File: src/rtl/vend_pkg.sv
// Shared types and constants for the inventory controller.
//   N_ITEMS / CNT_W / MAX_STOCK / INIT_STOCK : stock geometry and limits
//   state_t : transaction FSM states
//   src_t   : requester identity (customer buy or admin restock)
//   field_lsb() : item ID -> bit offset of that item's field in the stock vector
package vend_pkg;
    localparam int N_ITEMS    = 7;
    localparam int CNT_W      = 3;
    localparam int MAX_STOCK  = 7;
    localparam int INIT_STOCK = 5;
    localparam int ID_W       = 3;
    localparam int LEFT_W     = N_ITEMS * CNT_W;
    localparam int OFF_W      = $clog2(LEFT_W);

    typedef enum logic [1:0] {IDLE, CHECK, COMMIT, WAIT} state_t;
    typedef enum logic {SRC_BUY, SRC_RS} src_t;

    // ID 0 maps to offset 0 so the read stays in range; callers refuse ID 0
    // before anything is written.
    function automatic logic [OFF_W-1:0] field_lsb(input logic [ID_W-1:0] id);
        logic [OFF_W-1:0] idx;
        if (id == '0) return '0;
        idx = OFF_W'(id) - OFF_W'(1);
        return OFF_W'(idx * OFF_W'(CNT_W));
    endfunction
endpackage

File: src/rtl/inventory_ctrl_rr_arb2.sv
// Two-way round-robin arbiter between the buy and restock requesters.
//   clk, rst  : clock, synchronous active-high reset (pointer -> SRC_BUY)
//   req_buy   : customer purchase request
//   req_rs    : admin restock request
//   advance   : a grant is being taken this cycle; move the pointer
//   gnt_src   : side that wins if a grant is taken now
module rr_arb2
    import vend_pkg::*;
(
    input  logic clk,
    input  logic rst,
    input  logic req_buy,
    input  logic req_rs,
    input  logic advance,
    output src_t gnt_src
);
    src_t rr_ptr;

    // A lone request always wins; the pointer only breaks ties.
    always_comb begin
        gnt_src = SRC_BUY;
        if (req_rs && (!req_buy || rr_ptr == SRC_RS))
            gnt_src = SRC_RS;
    end

    // Pointer moves to the side that just lost, so a waiting requester is
    // never passed over more than once.
    always_ff @(posedge clk) begin
        if (rst)
            rr_ptr <= SRC_BUY;
        else if (advance)
            rr_ptr <= (gnt_src == SRC_RS) ? SRC_BUY : SRC_RS;
    end
endmodule

File: src/rtl/inventory_ctrl.sv
// Inventory controller: owns the per-item stock vector and serialises
// customer purchases and admin restocks through one transaction FSM.
//   clk, rst                  : clock, synchronous active-high reset
//   buy_req/buy_item/buy_qty  : purchase request (level, held until answered)
//   buy_ack/buy_nack          : one-cycle purchase result pulses
//   rs_req/rs_item/rs_qty     : restock request (level, held until answered)
//   rs_ack/rs_nack/rs_sat     : one-cycle restock result pulses, sat with ack
//   left                      : stock vector, item k at [3k-1:3k-3]
//   sold_out                  : bit k-1 set when item k stock is zero
//   busy                      : FSM not in IDLE
//
// state  | meaning
// IDLE   | no transaction; grant a pending request and latch it
// CHECK  | evaluate the latched request against current stock
// COMMIT | write the new stock field and pulse ack/nack
// WAIT   | hold until the served requester drops its request
module inventory_ctrl
    import vend_pkg::*;
(
    input  logic                    clk,
    input  logic                    rst,
    input  logic                    buy_req,
    input  logic [ID_W-1:0]         buy_item,
    input  logic [CNT_W-1:0]        buy_qty,
    output logic                    buy_ack,
    output logic                    buy_nack,
    input  logic                    rs_req,
    input  logic [ID_W-1:0]         rs_item,
    input  logic [CNT_W-1:0]        rs_qty,
    output logic                    rs_ack,
    output logic                    rs_nack,
    output logic                    rs_sat,
    output logic [LEFT_W-1:0]       left,
    output logic [N_ITEMS-1:0]      sold_out,
    output logic                    busy
);
    state_t           state_q, state_d;
    src_t             gnt_src, src_q;
    logic             grant;
    logic [ID_W-1:0]  item_q;
    logic [CNT_W-1:0] qty_q;
    logic             res_ok_q, res_sat_q;
    logic [CNT_W-1:0] res_val_q;

    logic [OFF_W-1:0] off;
    logic [CNT_W-1:0] cur;
    logic [CNT_W:0]   sum;
    logic             chk_ok, chk_sat;
    logic [CNT_W-1:0] chk_val;

    rr_arb2 u_arb (
        .clk     (clk),
        .rst     (rst),
        .req_buy (buy_req),
        .req_rs  (rs_req),
        .advance (grant),
        .gnt_src (gnt_src)
    );

    always_comb begin
        state_d = state_q;
        grant   = 1'b0;
        unique case (state_q)
            IDLE: begin
                if (buy_req || rs_req) begin
                    grant   = 1'b1;
                    state_d = CHECK;
                end
            end
            CHECK:  state_d = COMMIT;
            COMMIT: state_d = WAIT;
            WAIT: begin
                if (!((src_q == SRC_RS) ? rs_req : buy_req))
                    state_d = IDLE;
            end
            default: state_d = IDLE;
        endcase
    end

    always_ff @(posedge clk) begin
        if (rst)
            state_q <= IDLE;
        else
            state_q <= state_d;
    end

    assign busy = (state_q != IDLE);

    // Sum is one bit wider than a field so restock overflow is visible.
    always_comb begin
        off     = field_lsb(item_q);
        cur     = left[off +: CNT_W];
        sum     = {1'b0, cur} + {1'b0, qty_q};
        chk_ok  = 1'b0;
        chk_sat = 1'b0;
        chk_val = cur;
        if (src_q == SRC_BUY) begin
            chk_ok  = (item_q != '0) && (qty_q != '0) && (qty_q <= cur);
            chk_val = cur - qty_q;
        end else begin
            chk_ok = (item_q != '0);
            if (sum > (CNT_W+1)'(MAX_STOCK)) begin
                chk_val = CNT_W'(MAX_STOCK);
                chk_sat = 1'b1;
            end else begin
                chk_val = sum[CNT_W-1:0];
            end
        end
    end

    always_ff @(posedge clk) begin
        if (rst) begin
            src_q     <= SRC_BUY;
            item_q    <= '0;
            qty_q     <= '0;
            res_ok_q  <= 1'b0;
            res_sat_q <= 1'b0;
            res_val_q <= '0;
            left      <= {N_ITEMS{CNT_W'(INIT_STOCK)}};
            buy_ack   <= 1'b0;
            buy_nack  <= 1'b0;
            rs_ack    <= 1'b0;
            rs_nack   <= 1'b0;
            rs_sat    <= 1'b0;
        end else begin
            buy_ack  <= 1'b0;
            buy_nack <= 1'b0;
            rs_ack   <= 1'b0;
            rs_nack  <= 1'b0;
            rs_sat   <= 1'b0;
            if (grant) begin
                src_q  <= gnt_src;
                item_q <= (gnt_src == SRC_RS) ? rs_item : buy_item;
                qty_q  <= (gnt_src == SRC_RS) ? rs_qty  : buy_qty;
            end
            if (state_q == CHECK) begin
                res_ok_q  <= chk_ok;
                res_sat_q <= chk_sat;
                res_val_q <= chk_val;
            end
            if (state_q == COMMIT) begin
                if (res_ok_q)
                    left[off +: CNT_W] <= res_val_q;
                if (src_q == SRC_BUY) begin
                    buy_ack  <= res_ok_q;
                    buy_nack <= !res_ok_q;
                end else begin
                    rs_ack  <= res_ok_q;
                    rs_nack <= !res_ok_q;
                    rs_sat  <= res_ok_q && res_sat_q;
                end
            end
        end
    end

    for (genvar k = 0; k < N_ITEMS; k++) begin : g_sold
        assign sold_out[k] = (left[k*CNT_W +: CNT_W] == '0);
    end
endmodule
File: config.mk
export PLATFORM = sky130hd
export DESIGN_NAME = inventory_ctrl
export DESIGN_NICKNAME = d
export VERILOG_FILES = /design/src/rtl/vend_pkg.sv /design/src/rtl/inventory_ctrl_rr_arb2.sv /design/src/rtl/inventory_ctrl.sv
export SDC_FILE = /design/constraint.sdc
export NUM_CORES = 1
export LEC_CHECK = 0
export ABC_AREA = 1
export BUFFER_PORTS_ARGS = -buffer_cell sky130_fd_sc_hd__buf_4
export CORE_MARGIN = 2
export CORE_UTILIZATION = 35
export CTS_BUF_LIST = sky130_fd_sc_hd__clkbuf_2
export CTS_CLUSTER_SIZE = 40
export DETAILED_ROUTE_END_ITERATION = 6
export GPL_TIMING_DRIVEN = 0
export PLACE_DENSITY = 0.63
export SYNTH_ARGS = -nofsm -noshare
export SYNTH_HDL_FRONTEND = slang
export SYNTH_HIERARCHICAL = 1
export SYNTH_SLANG_ARGS = --single-unit
export TNS_END_PERCENT = 20
File: constraint.sdc
create_clock -name clk -period 8.8 [get_ports clk]
set_input_delay 2.2 -clock clk [delete_from_list [all_inputs] [get_ports clk]]
set_output_delay 2.2 -clock clk [all_outputs]
set_load 0.005 [all_outputs]
== Word-level counts from Yosys, hierarchy flattened ==
Cells that the tools add are included.

* Bits in writable memories: 0
* Output and inout bits: 34
* Bits in registers: 41
* Memories kept: 0
* Bits in latches: 0
* ROM bits: 0

* Multiplexer cells: 19
* Magnitude comparators: 2
* Equality and inequality tests: 5
* Add/sub/neg operators: 4
* Bitwise operators: 2
* Reduce and logical (&&, ||, !) cells: 24
* Multipliers: 1
* Shift-type cells: 3
* Divide/modulo/power cells: 0

{| class="wikitable"
|+ Operator list
! cell !! number
|-
| $logic_not 3->1 || 8
|-
| $bwmux 21 || 1
|-
| $shift 3x7->21 const A || 1
|-
| $shiftx 21x6->3 || 1
|-
| $shiftx 3x7->21 || 1
|-
| $mux 3 || 4
|-
| $mux 5 || 2
|-
| $mux 1 || 9
|-
| $pmux 2 s4 || 1
|-
| $neg 5->7 || 1
|-
| $reduce_bool 3->1 || 2
|-
| $reduce_or 3->1 || 2
|-
| $mul 5x2->5 const B || 1
|-
| $add 3x3->4 || 1
|-
| $eq 2x2->1 const B || 2
|-
| $gt 4x3->1 const B || 1
|-
| $logic_and 1x1->1 || 4
|-
| $mux 2 || 2
|-
| $ne 2x2->1 const B || 2
|-
| $reduce_and 2->1 || 2
|-
| $sub 3x1->4 const B || 1
|-
| $le 3x3->1 || 1
|-
| $sub 3x3->3 || 1
|-
| $eq 2x1->1 const B || 1
|-
| other kinds (5) || 8
|}

== Depth between registers and ports, before layout ==
* Depth after elaboration: 8
* Depth in mapped cells: 23
* Mapped depth without buffers: 22

== Modules after synthesis ==
The synthesis kept the hierarchy.

{| class="wikitable"
|+ By module, submodules not included
! module !! times used !! cells each !! area each (sq um) !! seq. area each (sq um)
|-
| inventory_ctrl || 1 || 510 || 3166.8 || 800.8
|-
| rr_arb2 || 1 || 9 || 55.1 || 20.0
|}

== Least setup slack after synthesis ==
No wires, ideal clock.

* Path kind: input to register
* Start: input rs_req
* End: register item_q[1]
* Path buffers: 1
* Library setup time: 0.133 ns
* Cell stages on the path: 5
* Arrival: 3.044 ns
* Path slack: 5.623 ns
* Data required time: 8.667 ns
* Cells stage by stage: a21boi_0 -> clkbuf_1 -> nor2_1 -> a21oi_1 -> a21oi_1

* Word-level cells in the longest chain between the ends: 3
* Elaborated cells between the ends (all ways): 6
* Classes of those cells: 4 x mux; 2 x reduce/logical

{| class="wikitable"
|+ RTL lines
! what !! RTL line !! source
|-
| from (decl) || inventory_ctrl.sv:27 || <nowiki>input logic rs_req,</nowiki>
|-
| $logic_and 1x1->1 / $logic_or 1x1->1 (equally long branches) || inventory_ctrl_rr_arb2.sv:22, inventory_ctrl.sv:65 ||
|-
| $mux 1 (on tied branches) || inventory_ctrl_rr_arb2.sv:22, inventory_ctrl.sv:65 ||
|-
| $mux 3 / $mux 1 (equally long branches) || inventory_ctrl.sv:133, inventory_ctrl.sv:63 ||
|-
| to (signal assigned) || inventory_ctrl.sv:133 || <nowiki>item_q <= (gnt_src == SRC_RS) ? rs_item : buy_item;</nowiki>
|-
| to (decl) || inventory_ctrl.sv:40 || <nowiki>logic [ID_W-1:0] item_q;</nowiki>
|}

Parallel ways exist; a longest one is shown, timed or not.
A chain may end at the register's enable or synchronous reset.

== Worst setup path after layout ==
* Start: register item_q[0]
* End: register res_val_q[2]

* Word-level cells in the longest chain between the ends: 8
* Elaborated cells between the ends (all ways): 11
* Classes of those cells: 3 x add/sub; 1 x mul; 1 x order compare; 1 x shift; 4 x mux; 1 x reduce/logical

{| class="wikitable"
|+ RTL lines
! what !! RTL line !! source
|-
| $sub 3x1->4 / $logic_not 3->1 (equally long branches) || vend_pkg.sv:23, vend_pkg.sv:22 ||
|-
| $mul 5x2->5 / $mux 1 (equally long branches) || vend_pkg.sv:24, vend_pkg.sv:22 ||
|-
| $mux 5 (*) || vend_pkg.sv:23 || <nowiki>idx = OFF_W'(id) - OFF_W'(1);</nowiki>
|-
| $shiftx 21x6->3 (*) || inventory_ctrl.sv:92 || <nowiki>cur = left[off +: CNT_W];</nowiki>
|-
| $add 3x3->4 || inventory_ctrl.sv:93 || <nowiki>sum = {1'b0, cur} + {1'b0, qty_q};</nowiki>
|-
| $gt 4x3->1 || inventory_ctrl.sv:102 || <nowiki>if (sum > (CNT_W+1)'(MAX_STOCK)) begin</nowiki>
|-
| $mux 3 || inventory_ctrl.sv:102 ||
|-
| $mux 3 (*) || inventory_ctrl.sv:97 || <nowiki>if (src_q == SRC_BUY) begin</nowiki>
|-
| to (signal assigned) || inventory_ctrl.sv:139 || <nowiki>res_val_q <= chk_val;</nowiki>
|-
| to (decl) || inventory_ctrl.sv:43 || <nowiki>logic [CNT_W-1:0] res_val_q;</nowiki>
|}

Every way passes the cells marked *; elsewhere a longest branch is shown, timed or not.

==> impl_metrics.tcl <==
set metrics [dict create \
    hold_class "flip-flop to flip-flop" \
    critPathKind "flip-flop to flip-flop" \
    die_y_um 99.9 \
    die_area_mm2 0.00999 \
    yosysUniqueCellTypes 37 \
    irDropWorstVdd_mv 0.162 \
    reg2regPathDepth 19 \
    grt_use_met1_pct 26.5 \
    worstHoldStart "res_sat_q" \
    antennaDiodeCount 0 \
    fin_util_pct 41.5 \
    synth_largest_area_cell "dfxtp_1" \
    synth-edff-count 0 \
    cap_violations 0 \
    cts_buffers 5 \
    crit_chain "inv_1 -> ha_1 -> xor2_1 -> ha_1 -> nand2_1 -> nand2_1 -> nand2_1 -> buf_6 -> nand2_1 -> nand3b_1 -> nand2_1 -> nor2_1 -> ha_1 -> inv_1 -> fa_1 -> o21ai_0 -> xor2_1 -> o221ai_1 -> inv_1" \
    seq_area_frac_synth_pct 25.5 \
    min_to "rs_sat" \
    grtUsageMet3_pct 2.51 \
    hold_buffers 0 \
    setup_violations 0 \
    place_area_mm2 0.00373 \
    syn_area_mm2 0.00322 \
    clock_skew_ps 14.3 \
    htree_levels 2 \
    grt_pass1_vias 3322 \
    crit_required_ps 9170 \
    crit_fanout 10 \
    r2r_end "res_val_q[2]" \
    synthArstFlopShare_pct 0 \
    drc 0 \
    cts.sinks 41 \
    ys_warn_count 6 \
    routedWlPerCell_um 14.4 \
    grt_use_total_pct 20.2 \
    routed_via_density 5.30 \
    gpl.final_weighted_congestion 0.933 \
    holdPathStages 2 \
    nets 609 \
    clkLatencyLatePin_ps 410 \
    port_buffers 49 \
    firstDrtPassIters 5 \
    dieWidth_um 99.9 \
    design.core.area_mm2 0.00906 \
    grt-busiest-layer "met2" \
    vias 3635 \
    startpoint_type "flip-flop" \
    area_delta_synth_final_pct 16.9 \
    timing.final.crit_share_pct 40.7 \
    post_cts_buffers 0 \
    grt_overflow 0 \
    synthTopCellsByCount "nand2_1, nor2_1, inv_1, nand3_1, o21ai_0" \
    synth_top_area_share_pct 25.5 \
    grt_setup_unrepaired "no" \
    hold_violations 0 \
    arrival_ps 3960 \
    synth_area_leaders "dfxtp_1, nand2_1, nand3_1" \
    max_freq_mhz 279 \
    start_util_pct 35.5 \
    yosys.cell_count.top_type "nand2_1" \
    layout-drive-gt1-share_pct 15.1 \
    dp_slack_ps 4890 \
    r2r_setup_slack_ps 5220 \
    layout_min_cycle_time_ps 3580 \
    crit_slowest_cell "dfxtp_1" \
    synthFlopType "dfxtp_1" \
    clkTransAtPathRegs_ps 220 \
    status "completed" \
    reg2reg_from "item_q[0]" \
    grt_use_met2_pct 33.8 \
    cts.repair.resized 0 \
    synthCells 519 \
    final.setup.worst_slack_ps 5220 \
    final_cell_area_mm2 0.00376 \
    grt_start_max_net_pins 13 \
    num_rows 35 \
    root_buffer "clkbuf_2" \
    grt_pass1_wl_um 16100 \
    clock_path_buffers 2 \
    crit_top_cell "nand2_1" \
    wl_um 9900 \
    final_max_slew_viol_count 0 \
    dp_hpwl_um 7720 \
    worst_slew_pin_slew_ps 702 \
    ff_latch_area_um2 821 \
    cp-end-kind "flip-flop" \
    synth_nets 553 \
    top_level_ports 50 \
    ys_seq_elements 41 \
    slew-limit-headroom_pct 53.2 \
    synth.avg_cell_area_um2 6.21 \
    antenna_found_initial 0 \
    cts_tree "built" \
    p_leak_uw 0.00181 \
    pwr_density_cell_mw_per_mm2 441 \
    drt_iter0_markers 241 \
    nFillCells 995 \
    ant_nets 0 \
    multi_input_area_mm2 0.00202 \
    slowest_delay_ps 480 \
    fin_tns_setup_ps 0 \
]
-- cells in the final DEF, fill, tap and decap left out, types with 2 or more instances in the layout --
cell	instances
clkbuf_2	5
o211ai_1	7
buf_4	50
buf_6	5
or2_2	2
a21boi_0	2
o21ai_1	8
nand2_1	117
dfxtp_1	41
xor2_1	2
clkinv_1	3
nand3_1	53
nand2_2	3
inv_1	64
o21ai_2	2
nor2_1	67
ha_1	15
o221ai_1	4
a21oi_1	34
clkbuf_1	4
inv_2	3
buf_2	7
fa_1	3
nor3_1	9
nand4_1	4
nand2_4	3
o21ai_0	45
nand2_8	2
-- cell type report --
class,count,area share (%)
Buffer,17,3.02
Clock inverter,2,0.299
Inverter,70,7.05
Tap cell,111,3.69
Timing Repair Buffer,49,9.77
Clock buffer,5,0.665
Multi-Input combinational cell,391,53.7
Sequential cell,41,21.8
-- logic make-up after synthesis --
group,synth area share (%)
buf+inv,11.8
xor+xnor,0.544
fa+ha+maj,7.69
flops,25.5
compound gates,18.1
simple gates,36.4
-- through the flow --
| step | power, uW | hold slack [ps] | cells |
|---|---|---|---|
| 2_1_floorplan | 1230 | 411 | 519 |
| 3_3_place_gp | 1530 | 428 | 679 |
| 3_5_place_dp | 1550 | 436 | 679 |
| 4_1_cts | 1630 | 462 | 686 |
| 5_1_grt | 1830 | 486 | 686 |
| 6_report | 1660 | 458 | 686 |
-- critical path, delay by kind of cell, from the launching register on --
kind,cells,cell delay [ps]
compound gates,2,320
simple gates,7,840
xor+xnor,2,320
buf+inv,4,480
flops,1,480
fa+ha+maj,4,1120
-- worst max path at each step --
stage / start / end / depth (start not counted)
floorplan: rs_req / item_q[1] / 5
global placement: rst / left[11] / 5
detailed placement: rst / left[11] / 5
CTS: state_q[0] / busy / 4
global route: item_q[2] / res_val_q[2] / 17
finish: item_q[0] / res_val_q[2] / 19
-- report_power, final --
part           internal [uW]  switching (uW)  leakage, uW  total, uW
logic                    420             910      0.00146       1330
registers                216            33.2     0.000334        250
clock network           17.1            65.3    0.0000225       82.4
-- registers in the layout (all words and copies together), names as in the netlist, 2 cells and up --
signal / count
item_q: 3
left: 21
qty_q: 3
res_val_q: 3
state_q: 2
-- routing by layer --
layer  vias to the layer above  wire, um  share of wire [%]
met5                         -         0                  0
met4                         0       390                3.9
met3                        33       611                6.2
met2                       159      4560                 46
met1                      1643      4330                 44
li1                       1800         -                  -
(Power assumes the default switching activity.)
